==> src/rtl/serv_alu_pkg.sv <==
// Shared encodings for the bit-serial ALU sequencer: operation codes,
// sequencer states and one-hot result-select constants.
package serv_alu_pkg;

  typedef enum logic [2:0] {
    OP_ADD    = 3'd0,
    OP_SUB    = 3'd1,
    OP_BOOL   = 3'd2,
    OP_SLT    = 3'd3,
    OP_SHIFT  = 3'd4,
    OP_BRANCH = 3'd5,
    OP_RSVD6  = 3'd6,
    OP_RSVD7  = 3'd7
  } alu_op_e;

  typedef enum logic [2:0] {
    ST_IDLE = 3'd0,
    ST_INIT = 3'd1,
    ST_WAIT = 3'd2,
    ST_RUN  = 3'd3,
    ST_DONE = 3'd4
  } seq_state_e;

  localparam logic [3:0] RD_SEL_NONE  = 4'b0000;
  localparam logic [3:0] RD_SEL_ADD   = 4'b0001;
  localparam logic [3:0] RD_SEL_SHIFT = 4'b0010;
  localparam logic [3:0] RD_SEL_SLT   = 4'b0100;
  localparam logic [3:0] RD_SEL_BOOL  = 4'b1000;

  // Shift amount is five bits wide, captured over the first INIT cycles.
  localparam int unsigned SHAMT_CYCLES = 5;

  function automatic logic [3:0] rd_sel_of(input alu_op_e op);
    logic [3:0] sel;
    case (op)
      OP_ADD, OP_SUB: sel = RD_SEL_ADD;
      OP_SHIFT:       sel = RD_SEL_SHIFT;
      OP_SLT:         sel = RD_SEL_SLT;
      OP_BOOL:        sel = RD_SEL_BOOL;
      default:        sel = RD_SEL_NONE;
    endcase
    return sel;
  endfunction

  function automatic logic is_sub_op(input alu_op_e op);
    logic sub;
    case (op)
      OP_SUB, OP_SLT, OP_BRANCH: sub = 1'b1;
      default:                   sub = 1'b0;
    endcase
    return sub;
  endfunction

endpackage

==> src/rtl/serv_bit_counter.sv <==
// Clearable modulo-WIDTH bit counter with first/last-bit flags, shared by
// every serial phase of the sequencer.
module serv_bit_counter #(
  parameter int WIDTH = 32
) (
  input  logic                     clk,
  input  logic                     i_rst_n,
  input  logic                     i_clr,
  output logic [$clog2(WIDTH)-1:0] o_cnt,
  output logic                     o_first,
  output logic                     o_last
);

  localparam int CW = $clog2(WIDTH);
  localparam logic [CW-1:0] CNT_ONE  = CW'(1);
  localparam logic [CW-1:0] CNT_LAST = CW'(WIDTH - 1);

  logic [CW-1:0] r_cnt;

  // Counter wraps naturally since WIDTH is a power of two.
  always_ff @(posedge clk or negedge i_rst_n) begin
    if (!i_rst_n) begin
      r_cnt <= '0;
    end else if (i_clr) begin
      r_cnt <= '0;
    end else begin
      r_cnt <= r_cnt + CNT_ONE;
    end
  end

  assign o_cnt   = r_cnt;
  assign o_first = (r_cnt == '0);
  assign o_last  = (r_cnt == CNT_LAST);

endmodule

==> src/rtl/serv_alu_seq.sv <==
// Bit-serial ALU sequencer: accepts one operation from decode, steps the ALU
// through its serial phases and reports completion and the compare result.
module serv_alu_seq
  import serv_alu_pkg::*;
#(
  parameter int WIDTH = 32
) (
  input  logic       clk,
  input  logic       i_rst_n,
  input  logic       i_valid,
  output logic       o_ready,
  input  logic [2:0] i_op,
  output logic       o_alu_en,
  output logic       o_alu_cnt0,
  output logic       o_alu_cnt_done,
  output logic       o_alu_init,
  output logic       o_alu_shamt_en,
  output logic       o_alu_sub,
  output logic [3:0] o_alu_rd_sel,
  input  logic       i_alu_sh_done,
  input  logic       i_alu_cmp,
  output logic       o_rd_we,
  output logic       o_done,
  output logic       o_cmp_result
);

  localparam int CW = $clog2(WIDTH);

  seq_state_e    r_state;
  seq_state_e    w_next;
  alu_op_e       r_op;
  logic          r_cmp;
  logic          w_accept;
  logic          w_clr;
  logic [CW-1:0] w_cnt;
  logic          w_first;
  logic          w_last;

  assign w_accept = i_valid && (r_state == ST_IDLE);
  // Counter restarts on every state change and idles at zero outside phases.
  assign w_clr    = (w_next != r_state) || (r_state == ST_IDLE) || (r_state == ST_DONE);

  serv_bit_counter #(.WIDTH(WIDTH)) u_cnt (
    .clk     (clk),
    .i_rst_n (i_rst_n),
    .i_clr   (w_clr),
    .o_cnt   (w_cnt),
    .o_first (w_first),
    .o_last  (w_last)
  );

  // State register
  always_ff @(posedge clk or negedge i_rst_n) begin
    if (!i_rst_n) begin
      r_state <= ST_IDLE;
    end else begin
      r_state <= w_next;
    end
  end

  // Operation latch and compare capture
  always_ff @(posedge clk or negedge i_rst_n) begin
    if (!i_rst_n) begin
      r_op  <= OP_ADD;
      r_cmp <= 1'b0;
    end else if (w_accept) begin
      r_op  <= alu_op_e'(i_op);
      r_cmp <= 1'b0;
    end else if ((r_state == ST_RUN) && w_last) begin
      r_cmp <= ((r_op == OP_SLT) || (r_op == OP_BRANCH)) ? i_alu_cmp : 1'b0;
    end else begin
      r_cmp <= r_cmp;
    end
  end

  // Next-state logic
  always_comb begin
    w_next = r_state;
    case (r_state)
      ST_IDLE: begin
        if (i_valid) begin
          case (alu_op_e'(i_op))
            OP_SHIFT:                                   w_next = ST_INIT;
            OP_ADD, OP_SUB, OP_BOOL, OP_SLT, OP_BRANCH: w_next = ST_RUN;
            default:                                    w_next = ST_DONE;
          endcase
        end else begin
          w_next = ST_IDLE;
        end
      end
      ST_INIT: w_next = w_last ? ST_WAIT : ST_INIT;
      // Counter bounds the wait in case the shifter never reports done.
      ST_WAIT: w_next = (i_alu_sh_done || w_last) ? ST_RUN : ST_WAIT;
      ST_RUN:  w_next = w_last ? ST_DONE : ST_RUN;
      ST_DONE: w_next = ST_IDLE;
      default: w_next = ST_IDLE;
    endcase
  end

  // Output decode from registered state, counter and latched op
  always_comb begin
    o_ready        = 1'b0;
    o_alu_en       = 1'b0;
    o_alu_cnt0     = 1'b0;
    o_alu_cnt_done = 1'b0;
    o_alu_init     = 1'b0;
    o_alu_shamt_en = 1'b0;
    o_alu_sub      = 1'b0;
    o_alu_rd_sel   = RD_SEL_NONE;
    o_rd_we        = 1'b0;
    o_done         = 1'b0;
    case (r_state)
      ST_IDLE: begin
        o_ready = 1'b1;
      end
      ST_INIT: begin
        o_alu_en       = 1'b1;
        o_alu_init     = 1'b1;
        o_alu_cnt0     = w_first;
        o_alu_cnt_done = w_last;
        o_alu_shamt_en = (w_cnt < CW'(SHAMT_CYCLES));
        o_alu_sub      = is_sub_op(r_op);
        o_alu_rd_sel   = rd_sel_of(r_op);
      end
      ST_WAIT: begin
        o_alu_sub    = is_sub_op(r_op);
        o_alu_rd_sel = rd_sel_of(r_op);
      end
      ST_RUN: begin
        o_alu_en       = 1'b1;
        o_alu_cnt0     = w_first;
        o_alu_cnt_done = w_last;
        o_rd_we        = (r_op != OP_BRANCH);
        o_alu_sub      = is_sub_op(r_op);
        o_alu_rd_sel   = rd_sel_of(r_op);
      end
      ST_DONE: begin
        o_done       = 1'b1;
        o_alu_sub    = is_sub_op(r_op);
        o_alu_rd_sel = rd_sel_of(r_op);
      end
      default: begin
        o_ready = 1'b0;
      end
    endcase
  end

  assign o_cmp_result = r_cmp;

endmodule

==> config.mk <==
export PLATFORM = sky130hd
export DESIGN_NAME = serv_alu_seq
export DESIGN_NICKNAME = d
export VERILOG_FILES = /design/src/rtl/serv_alu_pkg.sv /design/src/rtl/serv_bit_counter.sv /design/src/rtl/serv_alu_seq.sv
export SDC_FILE = /design/constraint.sdc
export NUM_CORES = 1
export LEC_CHECK = 0
export ABC_AREA = 1
export CAP_MARGIN = 10
export CORE_MARGIN = 1
export CORE_UTILIZATION = 47
export CTS_BUF_LIST = sky130_fd_sc_hd__clkbuf_2 sky130_fd_sc_hd__clkbuf_4 sky130_fd_sc_hd__clkbuf_8
export DETAILED_ROUTE_END_ITERATION = 6
export PLACE_DENSITY = 0.82
export SYNTH_ARGS = -nofsm -noshare
export SYNTH_HDL_FRONTEND = slang
export SYNTH_SLANG_ARGS = --single-unit
==> constraint.sdc <==
create_clock -name clk -period 1.9 [get_ports clk]
set_input_delay 0.19 -clock clk [delete_from_list [all_inputs] [get_ports clk]]
set_output_delay 0.19 -clock clk [all_outputs]
set_load 0.02 [all_outputs]
==> flow_summary.ini <==
[clocking]
clockRootBuffer = sky130_fd_sc_hd__clkbuf_4
clkSinkCount = 12
tritoncts = built
cts_htree_levels = 1
cts_buffers = 3
max-clock-path-buffers = 2
clkLatencyLatePin_ns = 0.27
cts.reportedPaths.clkPinSlew_ns = 0.07
holdBufCountCts = 0

[detailed_routing]
detail-route-antenna-nets = 0
drt-pass1-iter-count = 4
wl_per_cell_um = 12.8
routed_wl_mm = 1.80
first_iter_violations = 15
vias = 739
drc_violations = 0
avgViaCountPerCell = 5.24

[timing]
worst_slew_margin_rel = 0.641
timing.clock.skew_ns = 0.000392
finalSetupViolCount = 0
timing_max_transition_violations_final = 0
final.setup.tns_ns = 0
hold_viol = 0
period_share = 0.956
layout_min_cycle_time_ns = 1.82
grt_setup_unrepaired = true
postLayoutSetupSlackWorst_ns = 0.0831
worstMarginPinSlew_ns = 0.537
finalHoldWorstSlack_ns = 0.263
fmaxAchievable_mhz = 550

[grt]
globalRoute.busiestLayer = met2
largest_net_degree_at_the_start_of_global_routing = 13
grt.met2_usage = 0.418
use_met1 = 0.320
routing_usage_on_met3 = 0.0489
first_global_vias = 618
grt_util_all_layers = 0.253
globalRoute.totalOverflow = 0
grt_first_pass_wirelength_mm = 2.66
antenna_found_initial = 0

[power]
power_per_cell_area_nw_per_um2 = 1460
leakage_uw = 0.000597
vdd_drop_max_v = 0.000814

[layout]
finalNonFillerCells = 141
insertedDiodeCount = 0
fin_area_sq_um = 1010
syn2layout_area_growth_pct = 41.3
drive_gt1_frac = 0.214
num-nets-final = 138

[logic_synthesis]
synth_cell_type_count = 20
synth.area.top_cells = sky130_fd_sc_hd__dfrtp_1 (42%), sky130_fd_sc_hd__inv_1 (10%), sky130_fd_sc_hd__nor2_1 (8.4%)
yosysTopAreaCell = sky130_fd_sc_hd__dfrtp_1
area_of_the_mapped_netlist_sq_um = 714
synthesis.instances = 97
yosys_register_bits = 12
synth_top_area_share = 0.420
postSynthNetCount = 108
synth-seq-area-share = 0.420
yosysWarnings = 0
avgSynthCellArea_sq_um = 7.37

[critical_path]
worst-endpoint-arrival_ns = 1.63
reg2reg_slack_ns = 0.08
path_max_fanout = 5
cp_data_required_time_ns = 1.71
critPathCaptureType = output port
timing.rr.end = u_cnt.o_cnt[0]$_DFF_PN0_
setup.worst_path.start_class = flop
critPathKind = flop to output port
crit-reg2reg-launch = u_cnt.o_cnt[0]$_DFF_PN0_
worst-r2r-cell-count = 11

[die]
die_y_um = 41.0
core_area_sq_um = 1350
effective_utilization_at_floorplan = 0.529
boundaryPins = 22
std_cell_rows = 13
die_width_um = 41.0
design.die.area_sq_um = 1680

[run]
max_cap_violations = 0

[placed_design]
io_buffer_count = 21
place_area_sq_um = 966
final_weighted_congestion_in_routability_driven_placement = 0.826
dp_cells = 136
post-dp-hpwl_mm = 1.32
dp_slack_ns = 0.0152

[run_status]
outcome = complete, no violations

[worst_hold_path]
holdCritPathClass = input port to asynchronous set/reset pin
## repair_timing
| action | CTS | global route |
|---|---|---|
| setup endpoints to repair | 15 | 11 |
| pin swaps | 0 | 1 |
| hold endpoints to repair | 0 | 0 |
| gates resized for setup | 15 | 16 |
| setup buffers | 0 | 1 |
| cloned | 0 | 0 |
## synth_stat cells
| library cell | count |
|---|---|
| sky130_fd_sc_hd__a211oi_1 | 1 |
| sky130_fd_sc_hd__a21oi_1 | 1 |
| sky130_fd_sc_hd__and3_1 | 1 |
| sky130_fd_sc_hd__dfrtp_1 | 12 |
| sky130_fd_sc_hd__ha_1 | 3 |
| sky130_fd_sc_hd__inv_1 | 19 |
| sky130_fd_sc_hd__inv_2 | 2 |
| sky130_fd_sc_hd__nand2_1 | 15 |
| sky130_fd_sc_hd__nand2_2 | 1 |
| sky130_fd_sc_hd__nand3_1 | 8 |
| sky130_fd_sc_hd__nand4_1 | 4 |
| sky130_fd_sc_hd__nor2_1 | 16 |
| sky130_fd_sc_hd__nor2_2 | 2 |
| sky130_fd_sc_hd__nor4_1 | 3 |
| sky130_fd_sc_hd__o211ai_1 | 1 |
| sky130_fd_sc_hd__o21ai_0 | 4 |
| sky130_fd_sc_hd__o21ai_2 | 1 |
| sky130_fd_sc_hd__or2_2 | 1 |
| sky130_fd_sc_hd__xnor2_1 | 1 |
| sky130_fd_sc_hd__xor2_1 | 1 |
## layout make-up
class,instances,area (sq um)
fill,108,340
timing repair buffer,25,218
inverter,21,78.8
sequential,12,300
multi-input combinational,64,358
clock buffer,4,36.3
tap,15,18.8
## flip-flops by register name (all words and copies together), names as in the netlist
signal and cells:
u_cnt.o_cnt 5, r_op 3, r_state 3, o_cmp_result 1
## metal layers
layer | wire length, um | vias up
li1 | - | 364
met1 | 816 | 349
met2 | 835 | 24
met3 | 136 | 2
met4 | 13 | 0
met5 | 0 | -
## worst max-delay path: stages (launching register included)
cell and delay, ns:
sky130_fd_sc_hd__dfrtp_1 0.42, sky130_fd_sc_hd__inv_1 0.11, sky130_fd_sc_hd__nor2_2 0.17, sky130_fd_sc_hd__nand2_1 0.11
sky130_fd_sc_hd__a211oi_1 0.17, sky130_fd_sc_hd__dlygate4sd2_1 0.36
## worst max path at each step
stage,from,to,cells past startpoint
2_1_floorplan,r_state[1]$_DFF_PN0_,o_alu_rd_sel[1],5
3_3_place_gp,u_cnt.o_cnt[0]$_DFF_PN0_,o_alu_cnt_done,6
3_5_place_dp,u_cnt.o_cnt[0]$_DFF_PN0_,o_alu_cnt_done,6
4_1_cts,u_cnt.o_cnt[0]$_DFF_PN0_,u_cnt.o_cnt[0]$_DFF_PN0_,11
5_1_grt,u_cnt.o_cnt[1]$_DFF_PN0_,u_cnt.o_cnt[1]$_DFF_PN0_,11
6_report,r_state[0]$_DFF_PN0_,o_alu_shamt_en,5
## layout by cell type, fill, tap and decap left out, types with 2 or more instances in the layout
cell type and n:
sky130_fd_sc_hd__buf_4 4, sky130_fd_sc_hd__clkbuf_2 3, sky130_fd_sc_hd__clkbuf_4 3, sky130_fd_sc_hd__clkdlybuf4s50_1 9
sky130_fd_sc_hd__dfrtp_1 12, sky130_fd_sc_hd__dlygate4sd2_1 6, sky130_fd_sc_hd__dlymetal6s2s_1 2, sky130_fd_sc_hd__ha_1 2
sky130_fd_sc_hd__inv_1 19, sky130_fd_sc_hd__inv_2 2, sky130_fd_sc_hd__nand2_1 14, sky130_fd_sc_hd__nand2_2 2
sky130_fd_sc_hd__nand3_1 7, sky130_fd_sc_hd__nand4_1 4, sky130_fd_sc_hd__nor2_1 11, sky130_fd_sc_hd__nor2_2 7
sky130_fd_sc_hd__nor4_1 3, sky130_fd_sc_hd__o21ai_0 4
## power breakdown
group          switching (uW)  total, uW  internal (uW)
sequential               93.2        441            348
combinational             500        834            334
clock                    87.1        204            117
## cell families (layout without fill, tap and decap cells)
| logic type | count (synthesis) | in the layout | share of synthesized area |
|---|---|---|---|
| and+or+nand+nor | 51 | 51 | 0.324 |
| buffers and inverters | 21 | 50 | 0.110 |
| DFF | 12 | 12 | 0.420 |
| AOI/OAI and AO/OA | 8 | 8 | 0.0683 |
| adders and majority gates | 3 | 3 | 0.0525 |
| xor gates and xnor gates | 2 | 2 | 0.0245 |
## stage by stage
stage / util / power [uW]
2_1_floorplan: - / 931
3_3_place_gp: 0.715 / 1270
3_5_place_dp: 0.715 / 1300
4_1_cts: 0.741 / 1450
5_1_grt: 0.748 / 1600
6_report: 0.748 / 1480
No activity file was read; power rests on OpenSTA's default activity.
